<file path="src/rtl/note_seq_pkg.sv">
// note_seq_pkg: shared state encoding and default sizing for the note sequencer.
package note_seq_pkg;

  // Controller states, 2-bit encoded
  typedef enum logic [1:0] {
    S_IDLE = 2'd0,
    S_LOAD = 2'd1,
    S_PLAY = 2'd2
  } state_t;

  localparam int DEF_DEPTH    = 16;
  localparam int DEF_ADDR_W   = 4;
  localparam int DEF_TICK_DIV = 25000000;  // 0.5 s per step at 50 MHz
  localparam int DEF_TICK_W   = 25;

endpackage

</file>
<file path="src/rtl/note_seq_ctrl_if.sv">
// note_seq_ctrl_if: key/switch requests in, note memory and playback controls out.
interface note_seq_ctrl_if #(
  parameter int ADDR_W = 4
);
  logic              load_n;
  logic              playback_n;
  logic              stop_n;
  logic              clear;
  logic              wr_en;
  logic [ADDR_W-1:0] wr_addr;
  logic [ADDR_W-1:0] rd_addr;
  logic              ld_note;
  logic              ld_play;
  logic              note_tick;
  logic [ADDR_W:0]   notes_recorded;
  logic              full;

  // Board side: drives requests, observes controller outputs
  modport master (
    output load_n, playback_n, stop_n, clear,
    input  wr_en, wr_addr, rd_addr, ld_note, ld_play, note_tick,
           notes_recorded, full
  );

  // Controller side
  modport slave (
    input  load_n, playback_n, stop_n, clear,
    output wr_en, wr_addr, rd_addr, ld_note, ld_play, note_tick,
           notes_recorded, full
  );
endinterface

</file>
<file path="src/rtl/note_tick_gen.sv">
// note_tick_gen: restartable down-counter producing one pulse every TICK_DIV cycles.
module note_tick_gen #(
  parameter int TICK_DIV = 25000000,
  parameter int TICK_W   = 25
) (
  input  logic clk,
  input  logic reset,
  input  logic restart,
  output logic tick
);

  localparam logic [TICK_W-1:0] RELOAD = TICK_W'(TICK_DIV - 1);

  logic [TICK_W-1:0] cnt;

  assign tick = (cnt == '0);

  // Count down, reload on terminal count or on restart so a new step gets a full period
  always_ff @(posedge clk or posedge reset) begin
    if (reset)                cnt <= RELOAD;
    else if (restart || tick) cnt <= RELOAD;
    else                      cnt <= cnt - 1'b1;
  end

endmodule

</file>
<file path="src/rtl/note_seq_ctrl.sv">
// note_seq_ctrl: record/playback controller for the note sequencer.
// Build option: define LOOP_PLAYBACK_EN to make playback wrap to the first
// note forever (only stop_n or reset leaves PLAY).
module note_seq_ctrl
  import note_seq_pkg::*;
#(
  parameter int DEPTH    = DEF_DEPTH,
  parameter int ADDR_W   = DEF_ADDR_W,
  parameter int TICK_DIV = DEF_TICK_DIV,
  parameter int TICK_W   = DEF_TICK_W
) (
  input  logic           clk,
  input  logic           reset,
  note_seq_ctrl_if.slave bus
);

  localparam logic [ADDR_W:0] DEPTH_C = (ADDR_W+1)'(DEPTH);

  state_t            state, state_nxt;
  logic [ADDR_W:0]   cnt_q;
  logic [ADDR_W-1:0] rd_q;
  logic              full, tick, last_step, restart;
  logic              cnt_clr, cnt_inc, rd_clr, rd_inc;
  logic              wr_en, ld_note, ld_play;

  assign full      = (cnt_q == DEPTH_C);
  assign last_step = ({1'b0, rd_q} == (cnt_q - 1'b1));

  note_tick_gen #(
    .TICK_DIV (TICK_DIV),
    .TICK_W   (TICK_W)
  ) u_tick (
    .clk     (clk),
    .reset   (reset),
    .restart (restart),
    .tick    (tick)
  );

  // State register
  always_ff @(posedge clk or posedge reset) begin
    if (reset) state <= S_IDLE;
    else       state <= state_nxt;
  end

  // Next state, strobes and datapath controls
  always_comb begin
    state_nxt = state;
    cnt_clr   = 1'b0;
    cnt_inc   = 1'b0;
    rd_clr    = 1'b0;
    rd_inc    = 1'b0;
    restart   = 1'b0;
    wr_en     = 1'b0;
    ld_note   = 1'b0;
    ld_play   = 1'b0;
    unique case (state)
      S_IDLE: begin
        if (bus.clear) begin
          cnt_clr = 1'b1;
        end else if (!bus.load_n && !full) begin
          state_nxt = S_LOAD;
        end else if (!bus.playback_n && (cnt_q != '0)) begin
          state_nxt = S_PLAY;
          rd_clr    = 1'b1;
          restart   = 1'b1;
        end
      end
      S_LOAD: begin
        ld_note = 1'b1;
        // Commit on release; the write lands at the pre-increment count
        if (bus.load_n) begin
          wr_en     = 1'b1;
          cnt_inc   = 1'b1;
          state_nxt = S_IDLE;
        end
      end
      S_PLAY: begin
        ld_play = 1'b1;
        // Stop wins over a same-cycle step
        if (!bus.stop_n) begin
          state_nxt = S_IDLE;
          rd_clr    = 1'b1;
        end else if (tick) begin
          if (last_step) begin
`ifdef LOOP_PLAYBACK_EN
            rd_clr    = 1'b1;
`else
            rd_clr    = 1'b1;
            state_nxt = S_IDLE;
`endif
          end else begin
            rd_inc = 1'b1;
          end
        end
      end
      default: state_nxt = S_IDLE;
    endcase
  end

  // Recorded-note count and playback pointer
  always_ff @(posedge clk or posedge reset) begin
    if (reset) begin
      cnt_q <= '0;
      rd_q  <= '0;
    end else begin
      if (cnt_clr)      cnt_q <= '0;
      else if (cnt_inc) cnt_q <= cnt_q + 1'b1;
      if (rd_clr)       rd_q  <= '0;
      else if (rd_inc)  rd_q  <= rd_q + 1'b1;
    end
  end

  assign bus.wr_en          = wr_en;
  assign bus.wr_addr        = cnt_q[ADDR_W-1:0];
  assign bus.rd_addr        = rd_q;
  assign bus.ld_note        = ld_note;
  assign bus.ld_play        = ld_play;
  assign bus.note_tick      = tick;
  assign bus.notes_recorded = cnt_q;
  assign bus.full           = full;

endmodule
</file>
<file path="src/flat_wrapper.sv">
// flat-port wrapper written by rule: the top's interface ports become plain ports
module note_seq_ctrl_flat import note_seq_pkg::*;
#(
  parameter int DEPTH    = DEF_DEPTH,
  parameter int ADDR_W   = DEF_ADDR_W,
  parameter int TICK_DIV = DEF_TICK_DIV,
  parameter int TICK_W   = DEF_TICK_W
)
  (clk, reset, bus_load_n, bus_playback_n, bus_stop_n, bus_clear, bus_wr_en, bus_wr_addr, bus_rd_addr, bus_ld_note, bus_ld_play, bus_note_tick, bus_notes_recorded, bus_full);
  note_seq_ctrl_if #(.ADDR_W(ADDR_W)) bus_i ();
  input  logic clk;
  input  logic reset;
  input wire logic [$bits(bus_i.load_n)-1:0] bus_load_n;
  input wire logic [$bits(bus_i.playback_n)-1:0] bus_playback_n;
  input wire logic [$bits(bus_i.stop_n)-1:0] bus_stop_n;
  input wire logic [$bits(bus_i.clear)-1:0] bus_clear;
  output wire logic [$bits(bus_i.wr_en)-1:0] bus_wr_en;
  output wire logic [$bits(bus_i.wr_addr)-1:0] bus_wr_addr;
  output wire logic [$bits(bus_i.rd_addr)-1:0] bus_rd_addr;
  output wire logic [$bits(bus_i.ld_note)-1:0] bus_ld_note;
  output wire logic [$bits(bus_i.ld_play)-1:0] bus_ld_play;
  output wire logic [$bits(bus_i.note_tick)-1:0] bus_note_tick;
  output wire logic [$bits(bus_i.notes_recorded)-1:0] bus_notes_recorded;
  output wire logic [$bits(bus_i.full)-1:0] bus_full;
  assign bus_i.load_n = bus_load_n;
  assign bus_i.playback_n = bus_playback_n;
  assign bus_i.stop_n = bus_stop_n;
  assign bus_i.clear = bus_clear;
  assign bus_wr_en = bus_i.wr_en;
  assign bus_wr_addr = bus_i.wr_addr;
  assign bus_rd_addr = bus_i.rd_addr;
  assign bus_ld_note = bus_i.ld_note;
  assign bus_ld_play = bus_i.ld_play;
  assign bus_note_tick = bus_i.note_tick;
  assign bus_notes_recorded = bus_i.notes_recorded;
  assign bus_full = bus_i.full;
  note_seq_ctrl #(.DEPTH(DEPTH), .ADDR_W(ADDR_W), .TICK_DIV(TICK_DIV), .TICK_W(TICK_W)) u_core (.clk(clk), .reset(reset), .bus(bus_i));
endmodule
</file>
<file path="config.mk">
export PLATFORM = sky130hd
export DESIGN_NAME = note_seq_ctrl_flat
export DESIGN_NICKNAME = d
export VERILOG_FILES = /design/src/rtl/note_seq_pkg.sv /design/src/rtl/note_seq_ctrl_if.sv /design/src/rtl/note_tick_gen.sv /design/src/rtl/note_seq_ctrl.sv /design/src/flat_wrapper.sv
export SDC_FILE = /design/constraint.sdc
export NUM_CORES = 1
export LEC_CHECK = 0
export ABC_AREA = 1
export BUFFER_PORTS_ARGS = -buffer_cell sky130_fd_sc_hd__clkbuf_2
export CORE_MARGIN = 5
export CORE_UTILIZATION = 35
export CTS_CLUSTER_SIZE = 8
export DETAILED_ROUTE_END_ITERATION = 6
export SLEW_MARGIN = 20
export SYNTH_ARGS = -nofsm -noshare
export SYNTH_HDL_FRONTEND = slang
export SYNTH_SLANG_ARGS = --single-unit
export TNS_END_PERCENT = 1
</file>
<file path="constraint.sdc">
create_clock -name clk -period 2.5 [get_ports clk]
set_clock_uncertainty 0.15 [all_clocks]
set_input_delay 0.375 -clock clk [delete_from_list [all_inputs] [get_ports clk]]
set_output_delay 0.375 -clock clk [all_outputs]
set_load 0.02 [all_outputs]
</file>
==> results of run 1 <==
metal layers:
| layer | share of wire, % | vias to the layer above | routed length (µm) | track usage, % |
|---|---|---|---|---|
| met3 | 4.0 | 7 | 175 | 3.42 |
| met1 | 48 | 834 | 2130 | 15.3 |
| met5 | 0 | - | 0 | 0 |
| met4 | 1.2 | 0 | 51 | 4.71 |
| met2 | 46 | 25 | 2040 | 19.4 |
| li1 | - | 944 | - | - |
synthesized netlist by cell type:
| cell | n | area, µm² |
|---|---|---|
| nand2_1 | 59 | 221 |
| nor2_1 | 39 | 146 |
| inv_1 | 37 | 139 |
| dfrtp_1 | 19 | 475 |
| nand3_1 | 19 | 95.1 |
| dfstp_2 | 17 | 447 |
| nand2_2 | 14 | 87.6 |
| nor2_2 | 10 | 62.6 |
| xor2_1 | 10 | 87.6 |
| a21oi_1 | 7 | 35.0 |
| xnor2_1 | 7 | 61.3 |
| nand4_1 | 6 | 37.5 |
| nor2_4 | 5 | 56.3 |
| o21ai_0 | 5 | 25.0 |
| buf_4 | 4 | 30.0 |
| ha_1 | 4 | 50.1 |
| nor3_1 | 3 | 15.0 |
| inv_2 | 2 | 7.51 |
| nand2_4 | 2 | 22.5 |
| nor2_8 | 2 | 40.0 |
| nor4_1 | 2 | 12.5 |
| o21ai_1 | 2 | 10.0 |
| a31oi_1 | 1 | 6.26 |
| buf_6 | 1 | 11.3 |
| clkinv_1 | 1 | 3.75 |
| inv_4 | 1 | 6.26 |
| nand3_2 | 1 | 10.0 |
| nand3b_1 | 1 | 7.51 |
| nor3_2 | 1 | 10.0 |
| nor3b_1 | 1 | 7.51 |
| o21ai_2 | 1 | 8.76 |
| o21ai_4 | 1 | 16.3 |
| or2_2 | 1 | 6.26 |
power groups by stage:
stage / logic, mW / clock network (mW) / registers, mW
floorplan: 0.623 / 0 / 0.860
global placement: 0.755 / 0 / 0.863
detailed placement: 0.760 / 0 / 0.865
CTS: 0.763 / 0.463 / 0.856
global route: 0.869 / 0.485 / 0.875
finish: 0.754 / 0.439 / 0.855
cells by family (layout without fill, tap and decap cells):
group | after synthesis | in the layout | share of synthesized area [%]
fa+ha+maj | 4 | 4 | 2.22
compound gates | 17 | 17 | 4.49
flops | 36 | 36 | 40.8
simple gates | 166 | 166 | 37.1
xor+xnor | 17 | 17 | 6.59
buf+inv | 46 | 73 | 8.75
through the flow:
stage,hold slack (ns),cells
CTS,0.0157,390
floorplan,0.280,286
finish,0.00397,390
detailed placement,0.288,382
global placement,0.286,382
global route,0.0596,390
sequential cells by signal, indices dropped and copies added, names as in the netlist:
signal,count
u_core.bus.rd_addr,4
u_core.bus.notes_recorded,5
u_core.state,2
u_core.u_tick.cnt,25
cell usage in the layout, fill, tap and decap left out, drive strengths merged, types with 6 or more instances in the layout:
master,instances
nand3,20
nand4,6
nand2,75
o21ai,9
a21oi,7
dfrtp,19
inv,40
clkbuf,30
xnor2,7
dfstp,17
nor2,56
xor2,10
worst max-delay path by stage:
stage | start | endpoint | slack, ns | depth (start not counted)
2_1_floorplan | u_core.bus.notes_recorded[0] | u_core.bus.rd_addr[1] | 0.51 | 13
3_3_place_gp | u_core.bus.notes_recorded[0] | u_core.u_tick.cnt[23] | 0.43 | 9
3_5_place_dp | u_core.bus.notes_recorded[0] | u_core.u_tick.cnt[23] | 0.41 | 9
4_1_cts | u_core.u_tick.cnt[0] | bus_note_tick | 0.12 | 9
5_1_grt | u_core.u_tick.cnt[0] | bus_note_tick | 0.003 | 9
6_report | u_core.u_tick.cnt[0] | bus_note_tick | 0.16 | 9
critical path, stage by stage, from the launching register on:
cell	delay [ns]
dfstp_2	0.37
inv_1	0.08
ha_1	0.21
inv_1	0.11
nor2_8	0.16
nand2_4	0.09
nor2_4	0.12
nand2_4	0.08
nor2_8	0.11
clkbuf_2	0.18
final cells by class:
| type | count | area [µm²] |
|---|---|---|
| timing repair buffer | 24 | 123 |
| inverter | 41 | 156 |
| clock inverter | 1 | 7.51 |
| multi-input combinational | 204 | 1140 |
| fill | 654 | 3780 |
| tap | 77 | 96.3 |
| sequential | 36 | 922 |
| clock buffer | 7 | 86.3 |
==> impl_metrics.toml, run 1 <==
[timing]
relSlewSlack_pct = 68.5
fmaxAchievable_mhz = 427
finalSetupViolCount = 0
setup-tns-final_ns = 0
period_share_pct = 93.7
worstMarginPinSlew_ns = 0.472
hold_viol = 0
period_needed_ns = 2.34
rsz0062_at_grt = "no"
fin_ws_ns = 0.157
maxSlewViolCount = 0

[final_layout]
post-route-cell-area_um2 = 2530
nNetsFinal = 322
layout-drive-gt1-share_pct = 28.4
fin_util_pct = 40.1
insertedDiodeCount = 0
area_growth_syn_to_layout_pct = 12.0

[critical_path]
critical_path_class = "flop to output pin"
worst_r2r_path_depth = 9
cp_data_required_time_ns = 1.98
cp-start-kind = "flop"
worstReg2RegEnd = "u_core.u_tick.cnt[23]"
r2r-start = "u_core.bus.notes_recorded[0]"
cp.arrival_ns = 1.82
crit_fanout = 5
setup.worst_path.end_class = "output pin"
r2r_slack_ns = 0.41

[drt]
drt_iter0_markers = 68
ant_nets = 0
drc = 0
routed_wirelength_mm = 4.40
num_vias = 1810
drtPass1Iterations = 4
wl_per_cell_um = 11.3
vias_per_cell = 4.64

[pwr]
p_sw_share_pct = 39.7
p_leak_nw = 1.25
pwr-share-comb_pct = 36.8
clkPwrFrac_pct = 21.5
p_switching_uw = 813
fin_total_pwr_mw = 2.05
p_per_area_nw_per_um2 = 809
irDropWorstVdd_uv = 430
p_int_mw = 1.23
power_frac_seq_pct = 41.7

[placed_design]
detailed_place_hpwl_mm = 3.38
pre_cts_slack_ns = 0.407
gp_congestion = 0.804
port_buffers = 23
placed_cell_area_um2 = 2440

[die]
core-area_um2 = 6310
start_util_pct = 35.8
io_pins = 24
num_rows = 29
die_area_um2 = 8160
die_w_um = 90.3
chipHeight_um = 90.3

[global_route]
antenna_found_initial = 0
grt_overflow = 0
grtUsageTotal_pct = 12.1
grt_pass1_wl_mm = 8.09
grt_start_max_net_pins = 37
first_global_vias = 1750

[logic_synthesis]
synth_seq_cells = 36
synthesis.area_um2 = 2260
yosysWarningCount = 0
avgSynthCellArea_um2 = 7.90
ys_seq_area_share_pct = 40.8
synth.distinct_cells = 33
synthCells = 286
syn_nets = 296

[clocking]
cts_sinks = 36
cts_buffer_depth = 2
cts_buffers = 5
post_cts_buffers = 0
hold_buffers = 0
h-tree-depth = 2
worstSkewPairLatency_ns = 0.29
cts_repair_resize_count = 0
tritoncts = "built"
path_clk_slew_ns = 0.08
cts-root-buf = "clkbuf_8"

[flow_run]
maxCapViolCount = 0

[status]
status = "complete, no violations"

[min_path]
hold_class = "input port to async pin"
Note: power is estimated with default switching activity, not from simulation.
==> run 2: changes to the inputs <==
Settings changed: SYNTH_HIERARCHICAL set to 1.
==> run 2 against run 1 <==
Cell area grew 3.8%. Non-clock buffer count increased by 2. Worst setup slack better by 0.15 ns. Synthesized area rose by 3.2%. Sequential cell count is the same. Cell count grew 10%. Power down 3.3%. Largest power group unchanged.
==> impl_metrics.toml, run 2 <==
[placed_design]
pre_cts_slack_ns = 0.320
detailed_place_hpwl_mm = 3.84
port_buffers = 23
place_inst = 421
gp_congestion = 0.847

[pwr]
p_leak_nw = 1.39
irDropWorstVdd_uv = 390
p_per_area_nw_per_um2 = 754
fin_total_pwr_mw = 1.98

[clocking]
worstSkewPairLatency_ns = 0.29
cts_repair_resize_count = 0
h-tree-depth = 2
tritoncts = "built"
post_cts_buffers = 0
cts_sinks = 36
cts-root-buf = "clkbuf_8"
cts_buffer_depth = 2
hold_buffers = 1
cts_buffers = 5
path_clk_slew_ns = 0.07

[logic_synthesis]
synth_fa_ha_area_share_pct = 2.15
synth_common_cells = "nand2_1, nor2_1, inv_1, dfrtp_1, nand3_1"
synthesis.area_um2 = 2330
avgSynthCellArea_um2 = 7.19
synth_seq_cells = 36
synth_top_family_by_area = "simple AND/OR/NAND/NOR gates"
synth_top_area_share_pct = 20.4
synthMuxAreaShare_pct = 0
synth-edff-count = 0
yosysWarningCount = 6
synth_flop_cell = "dfrtp_1"
ys_seq_area_share_pct = 39.6
synth.distinct_cells = 27
synthCells = 324
synthArstFlopShare_pct = 100
synth.most_common_cell = "nand2_1"
synth.area.top_cells = "dfrtp_1, dfstp_2, nand2_1"
synth_compound_area_share_pct = 4.19
yosysTopAreaCell = "dfrtp_1"
syn_nets = 334
yosys.area_share.simple_pct = 40.9
synthXorXnorAreaFrac_pct = 3.38

[drt]
vias_per_cell = 4.59
drc = 0
wl_met2_mm = 2.17
wl_met3_um = 197
num_vias = 1974
top_layer = "met4"
drtPass1Iterations = 4
drt_iter0_markers = 103
routed_wirelength_mm = 4.98
wl_met1_mm = 2.52
wl_per_cell_um = 11.6
ant_nets = 0

[global_route]
grtUsageTotal_pct = 13.0
first_global_vias = 1927
antenna_found_initial = 0
grt_overflow = 0
grt_start_max_net_pins = 26
grt_pass1_wl_mm = 8.83

[critical_path]
worstReg2RegEnd = "u_core/bus.rd_addr[3]"
cp_data_required_time_ns = 1.98
cp.arrival_ns = 1.67
cp-start-kind = "flop"
crit_fanout = 4
worst_r2r_path_depth = 13
crit_path_max_incr_delay_ns = 0.37
cpMaxStageDelayCell = "dfstp_2"
r2r_slack_ns = 0.33
worstPathCellList = "inv_1 -> ha_1 -> nand3_2 -> nor2_8 -> nand2_4 -> nor2_4 -> clkbuf_2"
path_delay_family = "simple AND/OR/NAND/NOR gates"
critPathBufInv = 2
critical_path_class = "flop to output pin"
setup.worst_path.end_class = "output pin"
r2r-start = "u_core/u_tick/cnt[0]"

[timing]
worstMarginPinSlew_ns = 0.463
fmaxAchievable_mhz = 455
period_needed_ns = 2.20
finalSetupViolCount = 0
rsz0062_at_grt = "no"
hold_viol = 0
relSlewSlack_pct = 69.0
maxSlewViolCount = 0
period_share_pct = 87.9
fin_ws_ns = 0.302
setup-tns-final_ns = 0

[final_layout]
insertedDiodeCount = 0
largest_reg_flops = 25
seq_area_um2 = 922
layout-drive-gt1-share_pct = 24.4
area_growth_syn_to_layout_pct = 12.7
largest-register = "u_core/u_tick/cnt"
final_common_cell = "nand2_1"
final_cells = 430
layout_common_cells = "nand2_1, nor2_1, inv_1, clkbuf_2, dfrtp_1"
fillers = 664
nNetsFinal = 362
multi_input_area_um2 = 1180

[die]
num_rows = 29
io_pins = 24
start_util_pct = 36.3
die_area_um2 = 8390
core-area_um2 = 6420
die_w_um = 91.6
chipHeight_um = 91.6

[flow_run]
maxCapViolCount = 0

[min_path]
worstHoldEndpoint = "u_core/state[0]"
hold_class = "input port to flop"
min_path_cells = 2
hp-start = "bus_clear"

[status]
status = "complete, no violations"
run 2: cell types whose count changed in the layout (fill, tap and decap cells not counted), sizes merged, moves of 3 or more:
cell and change:
inv +10, nand2 +18, nand3 +6, nand3b +4, nand4 -3, nor2 +14, o21ai +4, xnor2 -4
xor2 -4
run 2: how the worst max path moves through the flow:
stage / from / end / depth (start not counted)
final: u_core/u_tick/cnt[0] / bus_note_tick / 7
after global routing: u_core/bus.notes_recorded[0] / u_core/u_tick/cnt[4] / 9
after CTS: u_core/u_tick/cnt[0] / bus_note_tick / 7
after detailed placement: u_core/bus.notes_recorded[0] / u_core/u_tick/cnt[4] / 9
after global placement: u_core/u_tick/cnt[0] / u_core/bus.rd_addr[3] / 13
after floorplan: u_core/u_tick/cnt[0] / u_core/bus.rd_addr[3] / 13
run 2: through the flow:
step	cell area, µm²	utilization, %	hold slack, ns
floorplan	2330	-	0.0774
CTS	2630	40.9	0.141
global route	2630	40.9	0.161
detailed placement	2510	39.2	0.266
finish	2630	40.9	0.148
global placement	2510	39.2	0.273
run 2: final cells by class:
class	count	area share, %
clock buffers	8	3.81
multi-input cells	233	44.9
repair buffers	26	5.34
well taps	77	3.67
flip-flops and latches	36	35.1
inverters	50	7.15
run 2: where the power goes:
part | internal [mW] | switching, mW | total, mW | leakage (nW)
sequential | 0.734 | 0.115 | 0.849 | 0.439
clock | 0.252 | 0.206 | 0.458 | 0.0515
combinational | 0.234 | 0.440 | 0.674 | 0.902
total | 1.22 | 0.762 | 1.98 | 1.39
run 2: per-layer routing:
| layer | global-route usage [%] | vias to the layer above |
|---|---|---|
| met3 | 3.06 | 8 |
| met2 | 19.9 | 33 |
| li1 | - | 1046 |
| met1 | 17.6 | 887 |
| met5 | 0 | - |
| met4 | 5.15 | 0 |
run 2: cells by family (layout without fill, tap and decap cells):
group | after synthesis | count (layout)
buffers and inverters | 55 | 84
and+or+nand+nor | 201 | 201
xor gates and xnor gates | 9 | 9
adders and majority gates | 4 | 4
AOI/OAI and AO/OA | 19 | 19
DFF | 36 | 36
==> run 3: changes to the inputs <==
Settings changed: ABC_AREA 1 to not set.
==> run 3 against run 2 <==
The flow now finishes with violations (setup timing). Power decreased by 8.0%. Clock power decreased by 8.3%. Wire length decreased by 3.4%.
==> impl_metrics.toml, run 3 <==
[global_route]
antenna_found_initial = 0
grt_overflow = 0
grt_start_max_net_pins = 21
grtUsageMet2_pct = 21.6
first_global_vias = 1797
grt_busiest_layer = "met2"
grt_use_met3_pct = 3.29
grtUsageTotal_pct = 13.2
grt_pass1_wl_mm = 8.16
grt_util_met1_pct = 17.6

[status]
violations = "setup timing"
status = "finished, violations left"

[critical_path]
worstPathCellList = "or4_4 -> or3_4 -> nor4_4 -> buf_4 -> buf_8"
crit_path_max_incr_delay_ns = 0.52
crit_fanout = 3
setup.worst_path.end_class = "output pin"
critPathBufInv = 2
cpMaxStageDelayCell = "or4_4"
cp.arrival_ns = 2.03
cp-start-kind = "flop"
cp_data_required_time_ns = 1.98
critical_path_class = "flop to output pin"
path_delay_family = "simple AND/OR/NAND/NOR gates"

[drt]
drt_iter0_markers = 62
vias_per_cell = 5.40
ant_nets = 0
drtPass1Iterations = 5
routed_wirelength_mm = 4.81
wl_per_cell_um = 14.1
drc = 0
num_vias = 1847

[final_layout]
fin_util_pct = 44.7
final_common_cell = "buf_4"
nNetsFinal = 276
fillers = 580
seq_area_um2 = 922
layout_common_cells = "buf_4, clkbuf_2, nor2_1, dfrtp_1, dfstp_2"
insertedDiodeCount = 0
largest_reg_flops = 25
final_cells = 342
area_growth_syn_to_layout_pct = 23.8
multi_input_area_um2 = 1160
layout-drive-gt1-share_pct = 35.2
largest-register = "u_core/u_tick/cnt"

[die]
die_area_um2 = 7760
io_pins = 24
die_w_um = 88.1
num_rows = 28
core-area_um2 = 5920
chipHeight_um = 88.1
start_util_pct = 36.1

[logic_synthesis]
synthArstFlopShare_pct = 100
synth.most_common_cell = "nor2_1"
synth_top_area_share_pct = 22.3
synth_common_cells = "nor2_1, dfrtp_1, dfstp_2, nand3_1, nand2_1"
synthesis.area_um2 = 2140
syn_nets = 229
yosysWarningCount = 6
avgSynthCellArea_um2 = 9.75
synth-edff-count = 0
ys_seq_area_share_pct = 43.2
yosysTopAreaCell = "dfrtp_1"
synthCells = 219
synth.distinct_cells = 45
synth_seq_cells = 36
synth.area.top_cells = "dfrtp_1, dfstp_2, xor2_1"
synth_flop_cell = "dfrtp_1"

[clocking]
h-tree-depth = 2
cts_sinks = 36
worstSkewPairLatency_ns = 0.29
path_clk_slew_ns = 0.08
cts-root-buf = "clkbuf_8"
cts_buffer_depth = 2
tritoncts = "built"
cts_buffers = 5

[placed_design]
detailed_place_hpwl_mm = 3.57
place_inst = 332
gp_congestion = 0.786
pre_cts_slack_ns = -0.202
port_buffers = 23

[pwr]
p_leak_nw = 1.13
irDropWorstVdd_uv = 409
fin_total_pwr_mw = 1.82
p_per_area_nw_per_um2 = 689

[timing]
finalSetupViolCount = 4
worstMarginPinSlew_ns = 0.802
hold_viol = 0
fin_ws_ns = -0.0502
period_share_pct = 102
maxSlewViolCount = 0
relSlewSlack_pct = 46.5
period_needed_ns = 2.55
fmaxAchievable_mhz = 392
rsz0062_at_grt = "yes"

[flow_run]
maxCapViolCount = 0

[min_path]
hold_class = "input port to flop"
[run 3: path summary, 6_finish.rpt]
check                                      startpoint  slack (ns)  depth (start not counted)                           end
worst max-delay path            u_core/u_tick/cnt[19]       -0.05                          5                 bus_note_tick
worst min-delay path                       bus_load_n        0.26                          3               u_core/state[0]
worst max register to register  u_core/u_tick/cnt[19]       -0.02                          7         u_core/bus.rd_addr[3]
worst min register to register  u_core/u_tick/cnt[20]        0.37                          2         u_core/u_tick/cnt[20]
max in group asynchronous                       reset        0.91                          4         u_core/u_tick/cnt[13]
min in group asynchronous                       reset        0.48                          3  u_core/bus.notes_recorded[3]
[run 3: kinds of logic after synthesis]
logic type / share of synthesized area [%]
AO/OA/AOI/OAI: 14.4
XOR/XNOR: 6.97
adder cells (fa/ha/maj): 2.34
buffers and inverters: 5.92
flip-flops: 43.2
multiplexers: 0.527
AND/OR/NAND/NOR: 26.7
[run 3: power by group]
| group | switching, mW | internal [mW] |
|---|---|---|
| Sequential | 0.136 | 0.732 |
| Combinational | 0.271 | 0.263 |
| Clock | 0.226 | 0.194 |
[run 3: repair_timing]
item                       CTS  global route
pin swaps                    4             2
gates resized for setup      5             7
hold buffers                 1             0
buffers inserted             1             0
setup endpoints to repair    5             9
hold endpoints to repair    11             0
[run 3: cell type report]
cell class,instances,area share (%)
repair buffers,51,12.8
clock buffers,5,2.60
multi-input cells,161,43.9
inverters,11,1.56
flip-flops and latches,36,34.9
clock inverters,3,0.710
well taps,75,3.55
[run 3: tightest hold or removal path: stages]
cell      delay, ns
clkbuf_2       0.12
inv_1          0.07
o211a_1        0.11
[run 3: per-stage QoR]
step	hold slack [ns]	TNS, ns	instance area, µm²
after global placement	0.251	-0.442	2470
final	0.263	-0.0779	2640
after detailed placement	0.251	-0.637	2470
after floorplan	0.0774	-1.14	2160
after CTS	0.253	-0.115	2610
after global routing	0.279	-0.703	2640
[run 3: per-layer routing]
metal	share of wire, %	vias to the layer above
met4	0.71	0
met3	4.8	4
met2	48	32
met5	0	-
met1	46	919
li1	-	892
